===== src/rtl/key_scan_ctrl.sv =====
// Keypad front end: it synchronises 10 active-low key lines, priority-encodes
// them and debounces press and release. Each accepted press is queued in a
// small FWFT FIFO that the consumer drains with valid/ready.
module key_scan_ctrl #(
  parameter int DEB_CYCLES = 4,
  parameter int DEPTH      = 4
) (
  input  logic                   clk,
  input  logic                   rst_n,
  input  logic [9:0]             S_n,
  input  logic                   key_ready,
  input  logic                   ovf_clr,
  output logic [3:0]             key_code,
  output logic                   key_valid,
  output logic                   key_held,
  output logic [$clog2(DEPTH):0] fifo_cnt,
  output logic                   overflow
);

  localparam int CW = $clog2(DEB_CYCLES + 1);
  localparam int AW = $clog2(DEPTH);
  localparam logic [CW:0] DEB_C = (CW+1)'(DEB_CYCLES);
  localparam logic [AW:0] DEPTH_C = (AW+1)'(DEPTH);
  localparam bit DEB1 = (DEB_CYCLES == 1);

  typedef enum logic [1:0] {IDLE, PRESS_DB, HELD, RELEASE_DB} state_t;

  logic [9:0]    s1, s2;
  logic          any;
  logic [3:0]    code;
  state_t        state, state_nx;
  logic [CW-1:0] cnt, cnt_nx;
  logic [3:0]    cand, cand_nx;
  logic [CW:0]   cnt_inc;
  logic          deb_done, push;
  logic [3:0]    mem [DEPTH];
  logic [AW:0]   wptr, rptr;
  logic          full, pop, wr_en, ovf_set;

  // Two-flop synchroniser. Its reset value means all keys are released.
  always_ff @(posedge clk or negedge rst_n) begin
    if (!rst_n) begin
      s1 <= '1;
      s2 <= '1;
    end else begin
      s1 <= S_n;
      s2 <= s1;
    end
  end

  // Priority encoder. The ascending scan lets the highest pressed key win.
  always_comb begin
    any  = 1'b0;
    code = '0;
    for (int i = 0; i < 10; i++) begin
      if (!s2[i]) begin
        any  = 1'b1;
        code = 4'(i);
      end
    end
  end

  assign cnt_inc  = {1'b0, cnt} + (CW+1)'(1);
  assign deb_done = (cnt_inc >= DEB_C);

  // Debounce FSM state, sample counter and candidate code.
  always_ff @(posedge clk or negedge rst_n) begin
    if (!rst_n) begin
      state <= IDLE;
      cnt   <= '0;
      cand  <= '0;
    end else begin
      state <= state_nx;
      cnt   <= cnt_nx;
      cand  <= cand_nx;
    end
  end

  // Next state. A push fires on the edge at which the press debounce completes.
  always_comb begin
    state_nx = state;
    cnt_nx   = cnt;
    cand_nx  = cand;
    push     = 1'b0;
    case (state)
      IDLE: begin
        if (any) begin
          cand_nx = code;
          if (DEB1) begin
            push     = 1'b1;
            state_nx = HELD;
            cnt_nx   = '0;
          end else begin
            state_nx = PRESS_DB;
            cnt_nx   = CW'(1);
          end
        end
      end
      PRESS_DB: begin
        if (!any) begin
          state_nx = IDLE;
          cnt_nx   = '0;
        end else if (code != cand) begin
          cand_nx = code;
          cnt_nx  = CW'(1);
        end else if (deb_done) begin
          push     = 1'b1;
          state_nx = HELD;
          cnt_nx   = '0;
        end else begin
          cnt_nx = cnt_inc[CW-1:0];
        end
      end
      HELD: begin
        if (!any || code != cand) begin
          // With a one-sample debounce, the release sample completes the release at once.
          if (!any && DEB1) begin
            state_nx = IDLE;
            cnt_nx   = '0;
          end else begin
            state_nx = RELEASE_DB;
            cnt_nx   = any ? CW'(0) : CW'(1);
          end
        end
      end
      RELEASE_DB: begin
        if (any) begin
          cnt_nx = '0;
        end else if (deb_done) begin
          state_nx = IDLE;
          cnt_nx   = '0;
        end else begin
          cnt_nx = cnt_inc[CW-1:0];
        end
      end
      default: begin
        state_nx = IDLE;
        cnt_nx   = '0;
      end
    endcase
  end

  assign key_held  = (state == HELD);

  assign fifo_cnt  = wptr - rptr;
  assign full      = (fifo_cnt == DEPTH_C);
  assign key_valid = (wptr != rptr);
  assign pop       = key_valid & key_ready;
  assign wr_en     = push & (~full | pop);
  assign ovf_set   = push & full & ~pop;
  assign key_code  = key_valid ? mem[rptr[AW-1:0]] : 4'd0;

  // FIFO pointers. The extra MSB tells full apart from empty.
  always_ff @(posedge clk or negedge rst_n) begin
    if (!rst_n) begin
      wptr <= '0;
      rptr <= '0;
    end else begin
      if (wr_en) wptr <= wptr + (AW+1)'(1);
      if (pop)   rptr <= rptr + (AW+1)'(1);
    end
  end

  // Event storage. It needs no reset because key_code is masked while empty.
  always_ff @(posedge clk) begin
    if (wr_en) mem[wptr[AW-1:0]] <= code;
  end

  // Sticky overflow flag. A new drop takes priority over a clear in the same cycle.
  always_ff @(posedge clk or negedge rst_n) begin
    if (!rst_n)       overflow <= 1'b0;
    else if (ovf_set) overflow <= 1'b1;
    else if (ovf_clr) overflow <= 1'b0;
  end

endmodule

===== config.mk =====
export PLATFORM = sky130hd
export DESIGN_NAME = key_scan_ctrl
export DESIGN_NICKNAME = d
export VERILOG_FILES = /design/src/rtl/key_scan_ctrl.sv
export SDC_FILE = /design/constraint.sdc
export NUM_CORES = 1
export LEC_CHECK = 0
export BUFFER_PORTS_ARGS = -buffer_cell sky130_fd_sc_hd__clkbuf_2
export CAP_MARGIN = 40
export CORE_ASPECT_RATIO = 1.75
export CORE_UTILIZATION = 59
export DETAILED_ROUTE_END_ITERATION = 12
export PLACE_DENSITY = 0.88
export REMOVE_ABC_BUFFERS = 1
export SLEW_MARGIN = 25
export SYNTH_ARGS = -nofsm -noshare
export SYNTH_HDL_FRONTEND = slang
export SYNTH_SLANG_ARGS = --single-unit

===== constraint.sdc =====
create_clock -name clk -period 3.9 [get_ports clk]
set_input_delay 0.39 -clock clk [delete_from_list [all_inputs] [get_ports clk]]
set_output_delay 0.39 -clock clk [all_outputs]
set_load 0.005 [all_outputs]

==> summary.txt <==
Yosys
  – Netlist cell types: 46
  – Cells after Synth: approximately 160
  – Async SR Flop Fraction: 69.23%
  – Post-synth EDFFs: 16
  – Sequential element share of the synthesized area: 62.27%
  – Share of the synthesized area in the top cell type: 23.27%
  – Primary FF master, synth: dfstp_2
  – Yosys warning count: 0
  – Yosys top cell by area: dfstp_2
  – Mapped Area: 2258 um2
  – Syn Area/Cell: between 10 and 15 um2
  – Area contributors post-synth: dfstp_2 23%, edfxtp_1 21%, dfrtp_1 18%
  – #FFs+latches synth: 52

STA
  – Unrepaired setup endpoints after global routing: no
  – Slew Limit Fails: 0
  – Endpoints failing setup: 0
  – Highest clock rate: 0.4070 GHz
  – Final hold vios: 0
  – Worst hold slack: 0.1571 ns
  – Slew margin rel.: 55.16%
  – Worst Max-Slew Pin Slew: 0.6712 ns
  – Setup TNS: 0 ns
  – Post-layout minimum cycle time: 2.457 ns
  – Period utilization: 63.01%
  – Clk_skew: 0.01128 ns

Floorplanning
  – Die ar.: 4089 um2
  – Placeable Area: 3628 um2
  – Row count: 29
  – Die height: 83.85 um
  – Die X: 48.77 um
  – Starting Density: 62.24%
  – Top-level I/O count: 24

Clock tree
  – H-tree levels: 2
  – Clock Sinks: 52
  – CTS tree: yes
  – Post-CTS Resized: 0
  – Post-CTS Setup Inserts: 0
  – Hold-fix buffers, CTS: 0
  – Clk slew on worst S/H paths: 0.08 ns
  – Worst-Skew Late Latency: 0.31 ns
  – Worst-case clock buffer depth: 2
  – Clock root cell: clkbuf_8
  – TritonCTS Buffers: 5

Worst setup path
  – Reg2Reg Setup Slack: 1.44 ns
  – CP max-delay cell: dfstp_2
  – Critical path type: reg -> reg
  – Worst-path cell chain: nand4_1 > nor3_2 > nor2_1 > o221ai_2 > o2111a_4 > and3_4 > and2_1
  – Worst path bufs/invs: 0
  – Max stage delay on crit path: 0.57 ns
  – Worst path required time: ~3.9 ns
  – Top delay family on crit path: simple AND/OR/NAND/NOR gates
  – Kind of end point of the critical path: flop
  – Reg2reg start: s2[5]
  – Worst Setup SP: s2[5]
  – Crit path max fanout: 9
  – Crit path launch type: flop
  – Critical Path AT: ~2.5 ns

Min path
  – Worst hold start: S_n[4]
  – Tightest Hold Check Type: in -> reg

Placed design
  – Inst Count DP: about 230
  – Hpwl dp: 3.121 mm
  – GP Congestion: 0.8230
  – Buffers on Ports: 23
  – DP Area: 2427 um2

Detailed routing
  – # DRC: 0
  – DRT iter0 DRCs: 46
  – Final WL: 4.099 mm
  – WL/cell: 16.94 um
  – Drt pass-1 iters: 4
  – Remaining antenna violation count after routing: 0
  – Vias/cell: 5.851
  – Vias: 1,416

Status
  – Status: complete, no violations

Cells and area
  – Area Overhead vs Synth: 12.47%
  – Layout net count: 218
  – Antenna cells: 0
  – Layout cells sized above 1: 33.67%
  – Non-filler cells, final: 242
  – Finished Cell Area: 2540 um2

Power and ir drop
  – Cell area power density: 651.0 nW/um2
  – VDD IR max: ~0.00053 V
  – Leak: around 0.0011 uW

Global route
  – Total gr overflow: 0
  – First-pass GRT wire length: 7.086 mm
  – Pin count of the biggest net entering global routing: 37
  – Vias in the first global route: 1,562
  – Global-route usage over all layers: 24.03%
  – Initial antenna violation count: 0

Job
  – Max-cap viol count: 0
-- worst register-to-register path: cells and delay by family, from the launching register on --
family             cells  cell delay, ns
and+or+nand+nor        5            1.12
AOI/OAI and AO/OA      2            0.46
DFF                    1            0.57
-- cell usage after synthesis, types with 5 or more instances --
cell / count
dfstp_2: 20
dfrtp_1: 16
edfxtp_1: 16
nand2_1: 11
nor2_1: 11
inv_1: 9
ha_1: 8
and2_1: 7
a21oi_1: 6
xnor2_1: 6
nand3_1: 5
-- path summary, 6_finish.rpt --
kind                             end  cells past startpoint
max in group asynchronous      s1[0]                      3
hold / removal                 s1[4]                      1
setup reg to reg           mem[1][0]                      7
min in group asynchronous    cand[0]                      2
hold reg to reg                s2[9]                      0
setup / recovery           mem[1][0]                      7
-- cell type report --
type	instances	area, um2
inverters	9	33.78
clock buffers	5	68.82
clock inverters	3	13.76
fillers	265	1089
multi-input cells	102	814.5
flip-flops and latches	52	1406
repair buffers	25	145.1
well taps	46	57.56
-- cell usage in the layout (no fill, tap or decap), drive strengths merged, types with 4 or more instances in the layout --
master,count
nand2,12
ha,8
dfrtp,16
o21ai,5
clkbuf,28
nor2,11
mux2,6
edfxtp,16
mux4,4
xnor2,6
a21oi,7
and2,7
inv,9
dfstp,20
nand3,5
-- power breakdown --
part	internal, uW	total [uW]	switching (uW)
clock network	122	286	164
logic	308	609	301
registers	649	758	109
-- cell families after synthesis --
kind of cell	count (synthesis)	share of synthesized area, %
multiplexers	11	7.590
AO/OA/AOI/OAI	25	8.311
XOR/XNOR	8	3.103
adder cells (fa/ha/maj)	9	5.319
AND/OR/NAND/NOR	49	11.75
buffers and inverters	10	1.662
flip-flops	52	62.27
-- metrics by stage --
step           setup WS (ns)  util, %  power, uW
3_3_place_gp           1.625    66.90       1330
3_5_place_dp           1.476    66.90       1375
6_report               1.443    70.00       1653
5_1_grt                1.239    70.00       1775
4_1_cts                1.441    69.17       1670
2_1_floorplan          1.727        -       1161
-- flip-flops by register name (all words and copies together) (netlist names), named ones only --
name and cells:
s1 10, cand 4, state 1, rptr 3, mem 16, s2 10
cnt 3, wptr 3, overflow 1
-- metal layers --
| layer | routed length (um) | global-route usage (%) | up-vias |
|---|---|---|---|
| li1 | - | - | 646 |
| met1 | 1287 | 21.27 | 707 |
| met2 | 2460 | 45.71 | 46 |
| met3 | 146 | 4.918 | 17 |
| met4 | 204 | 16.58 | 0 |
| met5 | 0 | 0 | - |
Power figures use the tool's default switching activity.
